`config.mk`:
```
export PLATFORM = sky130hd
export DESIGN_NAME = regfile_write_arbiter
export DESIGN_NICKNAME = d
export VERILOG_FILES = /design/src/rtl/regfile_write_arbiter.sv
export SDC_FILE = /design/constraint.sdc
export NUM_CORES = 1
export LEC_CHECK = 0
export ABC_AREA = 1
export CAP_MARGIN = 20
export CORE_UTILIZATION = 46
export CTS_CLUSTER_DIAMETER = 150
export DETAILED_ROUTE_END_ITERATION = 6
export PLACE_DENSITY = 0.88
export SYNTH_ARGS = -nofsm -noshare
export SYNTH_HDL_FRONTEND = slang
export SYNTH_SLANG_ARGS = --single-unit
```
`constraint.sdc`:
```
create_clock -name clk -period 5.3 [get_ports clk]
set_input_delay 1.59 -clock clk [delete_from_list [all_inputs] [get_ports clk]]
set_output_delay 1.59 -clock clk [all_outputs]
set_load 0.02 [all_outputs]
```
`src/rtl/regfile_write_arbiter.sv`:
```
// Round-robin arbiter sharing the regfile write port between the ALU (req0) and load (req1) writebacks.
// Define REGFILE_ARB_FWD_EN to add a combinational write-to-read bypass on two read ports.
`ifndef WORD
`define WORD 64
`endif

module regfile_write_arbiter #(
  parameter int          WIDTH = `WORD,
  parameter int unsigned XZR   = 31
) (
  input  logic             clk,
  input  logic             reset,
  input  logic             req0_valid,
  output logic             req0_ready,
  input  logic [4:0]       req0_reg,
  input  logic [WIDTH-1:0] req0_data,
  input  logic             req1_valid,
  output logic             req1_ready,
  input  logic [4:0]       req1_reg,
  input  logic [WIDTH-1:0] req1_data,
  input  logic             hold,
`ifdef REGFILE_ARB_FWD_EN
  input  logic [4:0]       rd_reg1,
  input  logic [4:0]       rd_reg2,
  input  logic [WIDTH-1:0] rf_data1,
  input  logic [WIDTH-1:0] rf_data2,
  output logic [WIDTH-1:0] fwd_data1,
  output logic [WIDTH-1:0] fwd_data2,
`endif
  output logic             RegWrite,
  output logic [4:0]       write_register,
  output logic [WIDTH-1:0] write_data,
  output logic             last_grant
);

  localparam logic [4:0] XZR_IDX = XZR[4:0];
  localparam logic       PRI0    = 1'b0;
  localparam logic       PRI1    = 1'b1;

  logic             state_q, state_d;
  logic             regwrite_q, regwrite_d;
  logic [4:0]       wreg_q, wreg_d;
  logic [WIDTH-1:0] wdata_q, wdata_d;
  logic             grant0, grant1;

  // Arbitration: a lone requester always wins, otherwise the pointer decides.
  always_comb begin
    grant0 = 1'b0;
    grant1 = 1'b0;
    if (!reset && !hold) begin
      if (req0_valid && (!req1_valid || state_q == PRI0)) begin
        grant0 = 1'b1;
      end else if (req1_valid) begin
        grant1 = 1'b1;
      end
    end
  end

  assign req0_ready = grant0;
  assign req1_ready = grant1;

  always_comb begin
    state_d    = state_q;
    regwrite_d = 1'b0;
    wreg_d     = wreg_q;
    wdata_d    = wdata_q;
    if (grant0) begin
      state_d    = PRI1;
      regwrite_d = (req0_reg != XZR_IDX);
      wreg_d     = req0_reg;
      wdata_d    = req0_data;
    end else if (grant1) begin
      state_d    = PRI0;
      regwrite_d = (req1_reg != XZR_IDX);
      wreg_d     = req1_reg;
      wdata_d    = req1_data;
    end
  end

  // Output stage: one registered write per accepted request.
  always_ff @(posedge clk) begin
    if (reset) begin
      state_q    <= PRI0;
      regwrite_q <= 1'b0;
      wreg_q     <= '0;
      wdata_q    <= '0;
    end else begin
      state_q    <= state_d;
      regwrite_q <= regwrite_d;
      wreg_q     <= wreg_d;
      wdata_q    <= wdata_d;
    end
  end

  assign RegWrite       = regwrite_q;
  assign write_register = wreg_q;
  assign write_data     = wdata_q;
  // PRI0 means requester 1 was served last.
  assign last_grant     = (state_q == PRI0);

`ifdef REGFILE_ARB_FWD_EN
  assign fwd_data1 = (regwrite_q && wreg_q == rd_reg1 && rd_reg1 != XZR_IDX) ? wdata_q : rf_data1;
  assign fwd_data2 = (regwrite_q && wreg_q == rd_reg2 && rd_reg2 != XZR_IDX) ? wdata_q : rf_data2;
`endif

endmodule

```
==> flow_summary.ini, run 1 <==
[floorplan]
core_sq_mm = 0.009864
io_pins = 216
start_util_pct = 48.08
die_h_um = 103.5
dieWidth_um = 103.5
rows = 36
die_area_sq_mm = 0.01072

[synth]
yosysUniqueCellTypes = 19
yosys_warnings = 0
yosys-top-cells-area = dfxtp_1 (30%), nand2_1 (17%), inv_1 (16%), nand3_1 (15%), nand4_1 (9.2%)
synth_cells = 844
yosys.area.top_type = dfxtp_1
synth-edff-count = 0
synthesis.nets = 987
yosys-top-cells-count = nand2_1 (211), inv_1 (208), nand3_1 (139)
synth-seq-cells = 71
async_reset_ff_share_pct = 0
synth.most_common_cell = nand2_1
seq_area_frac_synth_pct = 29.97
synth_top_cell_area_share_pct = 29.97
synth_ff_type = dfxtp_1
mappedNetlistArea_sq_mm = 0.004743
syn_area_per_cell_sq_um = 5.620

[worst_setup_path]
crit_slowest_cell = clkdlybuf4s50_1
rrSetupSlack_ps = 3030
end_kind = output pin
crit_fanout = 5
cp_slowest_stage_delay_ps = 620
cp_cell_sequence = clkdlybuf4s50_1, nor2_4, nand2_2, a21oi_2, clkdlybuf4s50_1
worstPathRequired_ps = 3710
reg2reg_from = state_q$_SDFFE_PP0P_
critPathMostFrequentCell = clkdlybuf4s50_1
worstRegToRegCells = 7
cp-start-kind = input pin
cp-startpoint = reset
cp.arrival_ps = 3150
reg2reg_to = write_data[2]$_SDFFE_PP0P_
crit_end = req1_ready
worstSetupPathType = in -> out

[timing]
layout_min_cycle_time_ps = 4735
fin_worst_skew_ps = 13.80
worstMarginPinSlew_ps = 982.5
relSlewSlack_pct = 34.40
tns_ps = 0
rsz0062_at_grt = false
fin_crit_sh_pct = 89.35
maxSlewViolCount = 0
setup_viol = 0
max_freq_ghz = 0.2112
final_hold_viol_count = 0

[clock_network]
cts_root_buf = clkbuf_8
cts_tree = done
ctsResizeCount = 0
clkLatencyLatePin_ps = 330
h-tree-depth = 3
clock-sinks = 71
holdBufCountCts = 0
cts-buffers-inserted = 9
clk_pin_slew_ps = 70
cts_setup_buffers = 0
cts_buffer_depth = 2

[final_layout]
final_cell_count_no_fill = 1149
fin_nets = 1155
fillCellCount = 838
area.growth.synth_to_final_pct = 48.30
drive_gt1_share_pct = 3.150
regArea_sq_mm = 0.001421
multiInputGateArea_sq_mm = 0.002251
antenna_cells = 0

[global_route]
grt_pass1_wl_mm = 22.82
grt_max_degree = 92
grt_pass1_vias = 4804
antenna_found_initial = 0
gr-total-overflow = 0
track_usage_pct = 25.85

[run_status]
status = complete, no violations

[detailed_routing]
final_antenna_net_count = 0
firstDrtPassIters = 6
drc = 0
dr_total_vias = 5548
wire_per_inst_um = 12.48
drt-initial-drc-count = 314
finalWirelength_mm = 14.34
via_per_inst = 4.829

[placed_design]
gp_congestion = 0.8461
numPortBuffers = 215
dp.cells = 1134
dp_hpwl_mm = 9.180

[flow_run]
max_cap_viol_count = 0

[min_path]
hold_class = reg -> reg

[power]
ir_drop_uv = 138.0
pwr_density_cell_mw_per_mm2 = 214.2
power.leakage_nw = 3.898
[sequential cells by signal, summed over array words and instances, names as in the netlist]
| signal | flops |
|---|---|
| RegWrite | 1 |
| state_q | 1 |
| write_data | 64 |
| write_register | 5 |
[how the worst min path moves through the flow]
stage | start | to | slack [ps] | depth (start not counted)
3_3_place_gp | write_data[6]$_SDFFE_PP0P_ | write_data[6]$_SDFFE_PP0P_ | 530 | 4
2_1_floorplan | state_q$_SDFFE_PP0P_ | state_q$_SDFFE_PP0P_ | 510 | 2
3_5_place_dp | write_data[1]$_SDFFE_PP0P_ | write_data[1]$_SDFFE_PP0P_ | 530 | 4
6_report | write_data[1]$_SDFFE_PP0P_ | write_data[1]$_SDFFE_PP0P_ | 540 | 4
5_1_grt | state_q$_SDFFE_PP0P_ | state_q$_SDFFE_PP0P_ | 570 | 2
4_1_cts | write_data[1]$_SDFFE_PP0P_ | write_data[1]$_SDFFE_PP0P_ | 540 | 4
[per-layer routing]
metal | part of all wire (%) | GRT usage, % | vias up | wire length [um]
li1 | - | - | 2890 | -
met1 | 40 | 32.07 | 2410 | 5793
met2 | 49 | 43.29 | 212 | 6993
met3 | 7.6 | 4.972 | 36 | 1086
met4 | 3.2 | 11.70 | 0 | 463
met5 | 0 | 0 | - | 0
[area by class of cell]
type	instances	area share, %
clock buffer	12	2.206
inverter	210	11.21
sequential	71	20.21
multi-input combinational	496	32.00
timing repair buffer	224	31.41
clock inverter	3	0.6048
tap	133	2.366
[layout by cell type, fill, tap and decap left out]
cell type,synthesis,layout
clkdlybuf4s50_1,0,213
nand2_1,211,210
inv_1,208,208
nand3_1,139,139
dfxtp_1,71,71
nand4_1,70,70
nor2_1,69,69
clkbuf_8,0,11
buf_4,1,9
inv_2,2,2
o21ai_0,2,2
buf_2,27,2
nor2_4,0,1
nand2_4,1,1
nand3_4,0,1
nand2_2,0,1
a21oi_2,1,1
o21ai_1,1,1
clkinvlp_4,0,1
bufinv_16,0,1
clkbuf_1,32,1
clkinv_2,0,1
[cell families after synthesis]
| group | synth area share, % |
|---|---|
| flops | 29.97 |
| simple gates | 46.64 |
| compound gates | 0.5011 |
| buf+inv | 22.90 |
[report_power, final]
part           internal (mW)  total, mW  switching, mW
Combinational          0.232      0.471          0.239
Clock                  0.240      0.439          0.199
Sequential             0.576      0.597         0.0211
[critical path: cells and delay by family]
family | cells | cell delay [ps]
AOI/OAI and AO/OA | 1 | 150
buffers and inverters | 2 | 1090
and+or+nand+nor | 2 | 310
[through the flow]
step | util (%) | hold slack, ps | total power [mW] | setup slack, ps | cell area (sq um)
2_1_floorplan | - | 507.4 | 0.8527 | 1364 | 4743
3_3_place_gp | 69.30 | 526.3 | 1.071 | 601.3 | 6837
3_5_place_dp | 69.30 | 530.5 | 1.079 | 567.4 | 6837
4_1_cts | 71.31 | 541.8 | 1.519 | 563.9 | 7034
5_1_grt | 71.31 | 570.3 | 1.591 | 502.2 | 7034
6_report | 71.31 | 539.7 | 1.507 | 564.7 | 7034
No activity file was read; power rests on OpenSTA's default activity.
==> run 2: changes to the inputs <==
SKIP_LAST_GASP = 1   (was unset)
clock period = 5.7 ns   (was 5.3 ns; I/O delays follow)
==> run 2 against run 1 <==
- clock skew up 1.8 ps
- hold slack about the same
- wire length down 1.1%
- critical endpoint is now req0_ready
- critical path depth unchanged
- final cell count hardly changed
- non-clock buffer count unchanged
- register-to-register slack better by 670 ps
- worst setup slack gained 28 ps
- highest routed layer unchanged
- flip-flop and latch count unchanged
- combinational power shrank 7.0%
- cell area increased by 0.96%
- sequential share of layout area shrank 0.19 points
==> flow_summary.ini, run 2 (synthesized netlist as in run 1, its figures left out) <==
[run_status]
status = complete, no violations

[placed_design]
numPortBuffers = 215
gp_congestion = 0.8554
dp_hpwl_mm = 9.004

[final_layout]
drive_gt1_share_pct = 3.343
largest_reg_flops = 64
final_common_cell = clkdlybuf4s50_1
antenna_cells = 0
fin_nets = 1155
area.growth.synth_to_final_pct = 49.72
final_cell_mix = clkdlybuf4s50_1 (213), nand2_1 (210), inv_1 (208)

[global_route]
grt_max_degree = 117
antenna_found_initial = 0
track_usage_pct = 26.15
grt_pass1_vias = 4897
gr-total-overflow = 0
grt_pass1_wl_mm = 23.10

[worst_setup_path]
crit_family = buffers and inverters
critPathBufInv = 3
reg2reg_to = write_data[15]$_SDFFE_PP0P_
end_kind = output pin
rrSetupSlack_ps = 3700
cp.arrival_ps = 3400
crit_fanout = 25
critPathMostFrequentCell = clkdlybuf4s50_1
worstRegToRegCells = 7
worstPathRequired_ps = 3990
reg2reg_from = state_q$_SDFFE_PP0P_
cp-start-kind = input pin
cp-startpoint = reset
cp_slowest_stage_delay_ps = 600
cp_cell_sequence = clkdlybuf4s50_1, nor2_4, nand3_4, inv_2, clkdlybuf4s50_1
worstSetupPathType = in -> out
crit_slowest_cell = clkdlybuf4s50_1

[power]
p_total_mw = 1.495
power.leakage_nw = 3.931
pwr_density_cell_mw_per_mm2 = 210.5
ir_drop_uv = 122.1

[detailed_routing]
finalWirelength_mm = 14.18
wire_per_inst_um = 12.33
drt-initial-drc-count = 341
dr_total_vias = 5519
via_per_inst = 4.799
firstDrtPassIters = 4
final_antenna_net_count = 0
drc = 0

[timing]
layout_min_cycle_time_ps = 5108
final_hold_viol_count = 0
rsz0062_at_grt = false
fin_worst_skew_ps = 15.56
worstMarginPinSlew_ps = 1085
fin_crit_sh_pct = 89.61
setup_viol = 0
maxSlewViolCount = 0
relSlewSlack_pct = 27.64
tns_ps = 0
max_freq_ghz = 0.1958

[floorplan]
rows = 36
core_sq_mm = 0.009864
io_pins = 216
die_h_um = 103.5
die_area_sq_mm = 0.01072
start_util_pct = 48.08
dieWidth_um = 103.5

[clock_network]
ctsResizeCount = 0
cts_buffer_depth = 2
cts-buffers-inserted = 9
holdBufCountCts = 0
clock-sinks = 71
cts_setup_buffers = 0
cts_root_buf = clkbuf_8
clkLatencyLatePin_ps = 340
cts_tree = done
h-tree-depth = 3
clk_pin_slew_ps = 70

[flow_run]
max_cap_viol_count = 0

[min_path]
hold_path_end = write_register[4]$_SDFFE_PP0P_
hp-start = write_register[4]$_SDFFE_PP0P_
holdPathStages = 4
hold_class = reg -> reg
## run 2: worst max path at each step
stage	cells past startpoint	endpoint
5_1_grt	5	req0_ready
2_1_floorplan	6	req0_ready
6_report	5	req0_ready
3_3_place_gp	5	req0_ready
4_1_cts	5	req0_ready
3_5_place_dp	5	req0_ready
## run 2: layout make-up
class | count | area (sq um)
timing repair buffer | 224 | 2230
multi-input combinational | 496 | 2251
clock buffer | 10 | 137.6
clock inverter | 6 | 107.6
tap | 133 | 166.4
fill | 843 | 2763
inverter | 210 | 788.3
sequential | 71 | 1421
## run 2: per-stage QoR
stage	hold WS (ps)	std cells	cell area [sq um]	utilization, %	setup WS (ps)
global route	573.2	1150	7102	71.99	518.0
CTS	541.9	1149	7074	71.71	597.0
global placement	526.7	1133	6829	69.23	596.9
finish	540.0	1150	7102	71.99	592.3
floorplan	507.4	844	4743	-	1524
detailed placement	530.5	1133	6829	69.23	599.3
## run 2: per-layer routing
| metal | up-vias | track usage [%] | share of wire (%) |
|---|---|---|---|
| li1 | 2882 | - | - |
| met1 | 2418 | 30.91 | 42 |
| met2 | 182 | 45.30 | 48 |
| met3 | 37 | 5.035 | 6.7 |
| met4 | 0 | 12.63 | 3.4 |
| met5 | - | 0 | 0 |
## run 2: tightest hold or removal path, delay by kind of cell, from the launching register on
kind | cells | cell delay, ps
flip-flops | 1 | 310
buffers and inverters | 1 | 40
AND/OR/NAND/NOR | 3 | 140
## run 2: where the power goes
group | total (mW) | leakage [nW] | internal, mW | switching (mW)
sequential | 0.554 | 0.585 | 0.535 | 0.0192
clock | 0.502 | 0.122 | 0.302 | 0.201
combinational | 0.438 | 3.22 | 0.216 | 0.222
==> variant, RTL diff (config.mk and constraints of run 2) <==
`WORD`: 64 -> 32.
--- a/src/rtl/regfile_write_arbiter.sv
+++ b/src/rtl/regfile_write_arbiter.sv
@@ -3,3 +3,3 @@
 `ifndef WORD
-`define WORD 64
+`define WORD 32
 `endif
Interface: changed (resized req0_data, req1_data and write_data); port bits go from 216 to 120. The function was not compared with the original's and may differ.
==> variant against run 2 <==
- via count down 44%
- final area down 45%
- worst setup slack worse by 0.15 ns
- synthesized cell count down 45%
- sequential cell count down 32
- routed wire length down 49%
- clock skew down 0.011 ns
- power down 50%
- die area down 44%
- synthesized area down 45%
- fmax down 2.9%
- register-to-register slack better by 0.25 ns
==> variant: results (changes against run 2) <==
stage,metric,value,unit,change
global_route,grt_pass1_vias,2735,,-44%
synthesis,synth_nets,540,,-45%
global_route,grtUsageMet3,5.412,%,+0.38 points
layout,finalNetCount,639,,-45%
clock_tree,post-cts-setup-buffer-count,0,,unchanged
drt,m1WireLength,2982,um,-50%
drt,wl_met3,486,um,-49%
synthesis,ys_top_cells_by_area,"dfxtp_1 30%, nand2_1 17%, inv_1 16%",,
setup_path,cp_slowest_cell,clkdlybuf4s50_1,,
drt,routed.top_layer,met4,,
setup_path,critical_path.max_stage_delay,0.60,ns,about the same
timing,setup-tns-final,0,ns,unchanged
hold_path,holdPathStages,2,,-2
clock_tree,htree_levels,2,,-1
drt,avgViaCountPerCell,4.847,,+0.99%
setup_path,cp_data_arrival_time,3.55,ns,+0.15 ns
setup_path,cp_max_fo,45,,+80%
drt,drtIter0Drc,221,,-35%
setup_path,rr_worst_depth,8,,+1
drt,drtPass1Iterations,6,,+2
timing,final_max_slew_viol_count,0,,unchanged
global_route,grt_max_degree,76,,-35%
layout,diodes,0,,unchanged
drt,met2_wirelength,3639,um,-47%
clock_tree,root_buffer,clkbuf_8,,
global_route,grt_first_pass_wirelength,11850,um,-49%
power_and_ir_drop,irDropWorstVdd,0.1001,mV,-18%
global_route,grt_usage,24.58,%,-1.6 points
synthesis,yosysWarnings,0,,unchanged
clock_tree,cts_buffers,5,,-4
global_route,grt_use_met1,27.62,%,-3.3 points
synthesis,ys.flop_type,dfxtp_1,,
clock_tree,clockBufferDepth,2,,unchanged
run_status,outcome,finished clean,,
layout,largest_reg_flops,32,,-50%
hold_path,hold_path.class,register to register,,
global_route,grtUsageMet2,44.96,%,-0.35 points
clock_tree,clk-insertion-delay-late,0.29,ns,-0.05 ns
power_and_ir_drop,p_sw_share,29.69,%,+0.14 points
layout,drive_gt1_share,3.387,%,+0.044 points
power_and_ir_drop,p_leak,2.151,nW,-45%
timing,finClkSkew,0.004587,ns,-0.01097 ns
place,port_buffers,119,,-45%
synthesis,synth_cell_types,17,,-2
clock_tree,ctsResizeCount,0,,unchanged
synthesis,async_flop_share,0,%,unchanged
synthesis,synth_common_cells,"116 x nand2_1, 113 x inv_1, 75 x nand3_1",,
clock_tree,clk_pin_slew_worst_paths,0.07,ns,about the same
synthesis,yosysSeqAreaShare,29.69,%,-0.28 points
global_route,antenna_found_initial,0,,unchanged
place,routabilityCongestion,0.7958,,-7.0%
timing,worstMarginPinSlew,0.7259,ns,-0.3594 ns
drt,wl_per_cell,11.42,um,-7.4%
place,hpwl,5043,um,-44%
setup_path,path_delay_family,buffers and inverters,,
-- variant: cell type report --
type                            instances  area [sq um]
Clock buffer                            8         100.1
Timing Repair Buffer                  128          1279
Tap cell                               72         90.09
Sequential cell                        39         780.7
Inverter                              114         427.9
Multi-Input combinational cell        272          1229
Fill cell                             491          1600
-- variant: power groups by stage --
stage	clock (mW)	combinational [mW]	sequential, mW
2_1_floorplan	0	0.101	0.336
3_3_place_gp	0	0.235	0.310
3_5_place_dp	0	0.242	0.311
4_1_cts	0.209	0.243	0.305
5_1_grt	0.225	0.265	0.307
6_report	0.202	0.242	0.305
-- variant: through the flow --
step | cells | area [sq um] | setup WS, ns | util (%) | power [mW]
after floorplan | 461 | 2630 | 1.538 | - | 0.4368
after global routing | 633 | 3906 | 0.3270 | 70.94 | 0.7972
final | 633 | 3906 | 0.4419 | 70.94 | 0.7491
after CTS | 633 | 3906 | 0.4445 | 70.94 | 0.7571
after detailed placement | 625 | 3806 | 0.4493 | 69.12 | 0.5532
after global placement | 624 | 3779 | 0.4843 | 68.62 | 0.5450
-- variant: path summary, 6_finish.rpt --
kind / startpoint / to / slack [ns]
worst max register to register: state_q$_SDFFE_PP0P_ / write_data[11]$_SDFFE_PP0P_ / 3.95
worst max-delay path: reset / req0_ready / 0.44
worst min-delay path: state_q$_SDFFE_PP0P_ / state_q$_SDFFE_PP0P_ / 0.52
worst min register to register: state_q$_SDFFE_PP0P_ / state_q$_SDFFE_PP0P_ / 0.52
-- variant: kinds of logic (layout without fill, tap and decap cells) --
group                  after synthesis  after routing  share of synthesized area, %
buffers and inverters              150            250                         23.60
flip-flops                          39             39                         29.69
AO/OA/AOI/OAI                        4              4                        0.7608
AND/OR/NAND/NOR                    268            268                         45.96
